**src/rtl/regfile_bypass_sb.sv**
```systemverilog
// Register file with NUM_RD combinational read ports, one write port, optional write-to-read bypass and a RAW pending scoreboard.
// Reads are combinational; writes, pending bits and pend_cnt update on the next clock edge. There is no backpressure.
module regfile_bypass_sb #(
    parameter int DATA_W   = 32,
    parameter int ADDR_W   = 5,
    parameter int NUM_RD   = 2,
    parameter int BYPASS   = 1,
    parameter int ZERO_REG = 1
) (
    input  logic                     clk,
    input  logic                     rst,
    input  logic [NUM_RD*ADDR_W-1:0] rd_addr,
    output logic [NUM_RD*DATA_W-1:0] rd_data,
    output logic [NUM_RD-1:0]        rd_busy,
    input  logic                     wr_en,
    input  logic [ADDR_W-1:0]        wr_addr,
    input  logic [DATA_W-1:0]        wr_data,
    input  logic                     iss_en,
    input  logic [ADDR_W-1:0]        iss_addr,
    input  logic                     flush,
    output logic [ADDR_W:0]          pend_cnt
);

    localparam int DEPTH = 1 << ADDR_W;

    logic [DATA_W-1:0] regs [DEPTH];
    logic [DEPTH-1:0]  pending;
    logic [DEPTH-1:0]  pending_nxt;
    logic [ADDR_W:0]   cnt_nxt;
    logic [ADDR_W-1:0] ra;
    logic              wr_ok;

    assign wr_ok = wr_en && !((ZERO_REG != 0) && (wr_addr == '0));

    always_ff @(posedge clk or posedge rst) begin
        if (rst) begin
            for (int r = 0; r < DEPTH; r++) begin
                regs[r] <= '0;
            end
        end else if (wr_ok) begin
            regs[wr_addr] <= wr_data;
        end
    end

    // A new producer's set beats the old producer's writeback clear.
    always_comb begin
        pending_nxt = pending;
        if (flush) begin
            pending_nxt = '0;
        end else begin
            for (int r = 0; r < DEPTH; r++) begin
                if (iss_en && (iss_addr == ADDR_W'(r))) begin
                    pending_nxt[r] = 1'b1;
                end else if (wr_en && (wr_addr == ADDR_W'(r))) begin
                    pending_nxt[r] = 1'b0;
                end
            end
        end
        if (ZERO_REG != 0) begin
            pending_nxt[0] = 1'b0;
        end
    end

    always_comb begin
        cnt_nxt = '0;
        for (int r = 0; r < DEPTH; r++) begin
            cnt_nxt = cnt_nxt + (ADDR_W+1)'(pending_nxt[r]);
        end
    end

    always_ff @(posedge clk or posedge rst) begin
        if (rst) begin
            pending  <= '0;
            pend_cnt <= '0;
        end else begin
            pending  <= pending_nxt;
            pend_cnt <= cnt_nxt;
        end
    end

    // Reset also masks the bypass path so outputs read zero while rst is high.
    always_comb begin
        rd_data = '0;
        rd_busy = '0;
        ra      = '0;
        for (int k = 0; k < NUM_RD; k++) begin
            ra = rd_addr[k*ADDR_W +: ADDR_W];
            if (rst) begin
                rd_data[k*DATA_W +: DATA_W] = '0;
                rd_busy[k]                  = 1'b0;
            end else if ((ZERO_REG != 0) && (ra == '0)) begin
                rd_data[k*DATA_W +: DATA_W] = '0;
                rd_busy[k]                  = 1'b0;
            end else if ((BYPASS != 0) && wr_en && (wr_addr == ra)) begin
                rd_data[k*DATA_W +: DATA_W] = wr_data;
                rd_busy[k]                  = 1'b0;
            end else begin
                rd_data[k*DATA_W +: DATA_W] = regs[ra];
                rd_busy[k]                  = pending[ra];
            end
        end
    end

endmodule

```
**config.mk**
```make
export PLATFORM = sky130hd
export DESIGN_NAME = regfile_bypass_sb
export DESIGN_NICKNAME = d
export VERILOG_FILES = /design/src/rtl/regfile_bypass_sb.sv
export SDC_FILE = /design/constraint.sdc
export NUM_CORES = 2
export LEC_CHECK = 0
export ABC_CLOCK_PERIOD_IN_PS = 92300
export CAP_MARGIN = 0
export CELL_PAD_IN_SITES_DETAIL_PLACEMENT = 1
export CELL_PAD_IN_SITES_GLOBAL_PLACEMENT = 1
export CORE_MARGIN = 2
export CORE_UTILIZATION = 35
export DETAILED_ROUTE_END_ITERATION = 12
export DONT_BUFFER_PORTS = 1
export PLACE_DENSITY_LB_ADDON = 0.08
export SLEW_MARGIN = 20
export SYNTH_ARGS = -nofsm -noshare
export SYNTH_HDL_FRONTEND = slang
export SYNTH_SLANG_ARGS = --single-unit
```
**constraint.sdc**
```tcl
create_clock -name clk -period 92.3 [get_ports clk]
set_input_delay 18.46 -clock clk [delete_from_list [all_inputs] [get_ports clk]]
set_output_delay 18.46 -clock clk [all_outputs]
set_load 0.01 [all_outputs]
```
==> impl_metrics.tcl <==
set metrics [dict create \
    status "complete, no violations" \
    synth_edf_count 0 \
    setup_viol 0 \
    via_per_inst 6.170 \
    end_kind "primary output" \
    clock_path_buffers 3 \
    crit_chain "buf_16 -> buf_16 -> buf_16 -> mux4_2 -> a22oi_1 -> a21oi_1 -> a221o_1" \
    syn_area_mm2 0.05806 \
    gp_congestion 0.7858 \
    postSynthAreaPerCell_um2 14.23 \
    h-tree-depth 4 \
    grt_pass1_wl_um 325000 \
    gr-total-overflow 0 \
    grt_usage_pct 27.14 \
    syn-instance-count 4080 \
    ir_drop_uv 17.70 \
    postCtsSetupBuffers 0 \
    crit_slowest_cell "buf_16" \
    maxCapViolCount 0 \
    arrival_ns 22.63 \
    tightest_slew_ns 1.187 \
    die_y_um 411.3 \
    first_global_vias 39880 \
    cts_buffers 134 \
    dpl.hpwl_um 126100 \
    place_area_mm2 0.05938 \
    synth_top_area_share_pct 45.73 \
    clk_pin_slew_ns 0.06 \
    final_core_util_pct 38.89 \
    synth.net_count 4167 \
    die_area_mm2 0.1692 \
    clock_latency_ns 0.76 \
    fin_crit_ns 41.09 \
    stdcell_area_mm2 0.06409 \
    yosys.area.top_type "dfrtp_1" \
    ys_async_sr_fraction_pct 100.0 \
    grt_max_degree 349 \
    wl_per_cell_um 37.45 \
    core-area_mm2 0.1648 \
    hold_path_class "register to register" \
    drt-initial-drc-count 3080 \
    area_growth_pct 10.38 \
    timing.setup.tns_ns 0 \
    hold_viol 0 \
    cts_sinks 1061 \
    fp-row-count 149 \
    cts_resized 0 \
    ys_top_cells_by_area "dfrtp_1, mux2_2, mux4_2" \
    critPathRequiredTime_ns 73.84 \
    vias 37860 \
    start_util_pct 35.23 \
    maxSlewViolCount 0 \
    ys_ff_latch 1061 \
    fmax_ghz 0.02434 \
    drive_above_1_share_pct 42.41 \
    tritoncts "done" \
    rsz0062_at_grt "no" \
    synthFlopType "dfrtp_1" \
    power_density_mw_per_mm2 22.13 \
    drt-total-wl_um 229800 \
    crit_family "buffers and inverters" \
    drcViolationCount 0 \
    critPathMaxStageDelay_ns 0.71 \
    ctsHoldBuffers 0 \
    drtAntennaViolNets 0 \
    seq_area_frac_synth_pct 45.73 \
    relSlewSlack_pct 20.84 \
    yosysUniqueCellTypes 62 \
    critical_path_class "input port to primary output" \
    layout_common_cells "dfrtp_1, mux2_2, mux4_2" \
    grt_antenna_before_repair 5 \
    final_common_cell "dfrtp_1" \
    cpMostUsedCell "buf_16" \
    die_w_um 411.3 \
    cellLeakagePower_nw 27.57 \
    portBuffers 0 \
    worstPathMaxFanout 136 \
    clock-root-buffer "clkbuf_16" \
    drtPass1Iterations 5 \
    critPathBufInv 3 \
    yosysWarnings 0 \
    io_pins 129 \
    layout.nets 3929 \
    start_kind "input port" \
    fin_skew_ns 0.004152 \
    post-route-period-util_pct 44.52 \
]
==> registers in the layout (all words and copies together) (netlist names) <==
| name | flops |
|---|---|
| pend_cnt | 6 |
| pending | 31 |
| regs | 1024 |
==> cell families after synthesis <==
kind of cell	Yosys count	share of synthesized area [%]
adders and majority gates	30	0.9439
DFF	1061	45.73
AOI/OAI and AO/OA	537	6.497
buffers and inverters	487	4.303
and+or+nand+nor	244	2.015
xor gates and xnor gates	13	0.1961
muxes	1708	40.32
==> metrics by stage <==
stage | setup slack, ns | total power (W) | hold WS (ns) | cells
after global placement | 52.32 | 0.0008654 | 0.3806 | 5884
after detailed placement | 52.62 | 0.0008730 | 0.3836 | 5888
after CTS | 52.62 | 0.001422 | 0.3964 | 6127
after floorplan | 27.73 | 0.0008104 | 0.4413 | 4080
after global routing | 51.13 | 0.001479 | 0.4101 | 6134
final | 51.21 | 0.001418 | 0.3946 | 6136
==> metal layers <==
metal | vias up | share of wire, % | track usage (%)
met5 | - | 0 | 0
met3 | 305 | 5.7 | 5.258
met2 | 1080 | 45 | 41.65
li1 | 15250 | - | -
met1 | 21220 | 46 | 38.89
met4 | 0 | 2.9 | 7.945
==> cell usage after synthesis, types with 11 or more instances <==
| library cell | number |
|---|---|
| a32o_1 | 15 |
| a221o_1 | 23 |
| buf_6 | 29 |
| o22ai_1 | 77 |
| xnor2_1 | 12 |
| nand2_1 | 57 |
| mux2_1 | 60 |
| fa_1 | 23 |
| a22oi_1 | 65 |
| a21oi_1 | 130 |
| nand3_1 | 39 |
| a21o_1 | 29 |
| mux2i_1 | 317 |
| o21ai_0 | 45 |
| nor2b_1 | 11 |
| o32a_1 | 22 |
| nor3_1 | 16 |
| mux2_2 | 925 |
| buf_4 | 66 |
| buf_2 | 146 |
| nand2b_1 | 14 |
| mux4_2 | 406 |
| nor2_1 | 80 |
| clkbuf_1 | 200 |
| o221ai_1 | 76 |
| a211oi_1 | 24 |
| inv_1 | 34 |
| dfrtp_1 | 1061 |
==> final timing paths <==
path                                        start                      to  slack (ns)  cells after the start
max reg2reg                 pending[24]$_DFF_PP0_   pend_cnt[4]$_DFF_PP0_       86.77                     17
max                                    rd_addr[0]             rd_data[15]       51.21                      7
min in group asynchronous                     rst   pending[13]$_DFF_PP0_       17.62                      1
min reg2reg                regs[1003]$_DFFE_PP0P_  regs[1003]$_DFFE_PP0P_        0.39                      0
max in group asynchronous                     rst   regs[552]$_DFFE_PP0P_       70.64                      5
min                        regs[1003]$_DFFE_PP0P_  regs[1003]$_DFFE_PP0P_        0.39                      0
==> cell type report <==
type                       count  area, um2
clock buffer                 206       4113
multi-input combinational   2532      29320
tap                         2189       2739
antenna                        2      5.005
clock inverter                33      399.1
inverter                      36      147.6
fill                       16640     100700
sequential                  1061      26550
timing repair buffer          77      815.8
==> worst reg2reg max path: stages (launching register included) <==
cell	delay, ns
dfrtp_1	0.40
a22oi_1	0.18
nor2_1	0.10
fa_1	0.54
inv_1	0.06
fa_1	0.52
inv_1	0.05
fa_1	0.49
inv_1	0.06
fa_1	0.53
fa_1	0.47
fa_1	0.53
inv_1	0.05
fa_1	0.45
fa_1	0.49
a21o_1	0.21
a21oi_1	0.18
xnor2_1	0.13
==> report_power, final <==
| part | internal, W | switching, W |
|---|---|---|
| clock | 0.000326 | 0.000217 |
| combinational | 0.000148 | 0.000113 |
| sequential | 0.000551 | 0.0000632 |
| total | 0.00103 | 0.000393 |
Power figures use the tool's default switching activity.
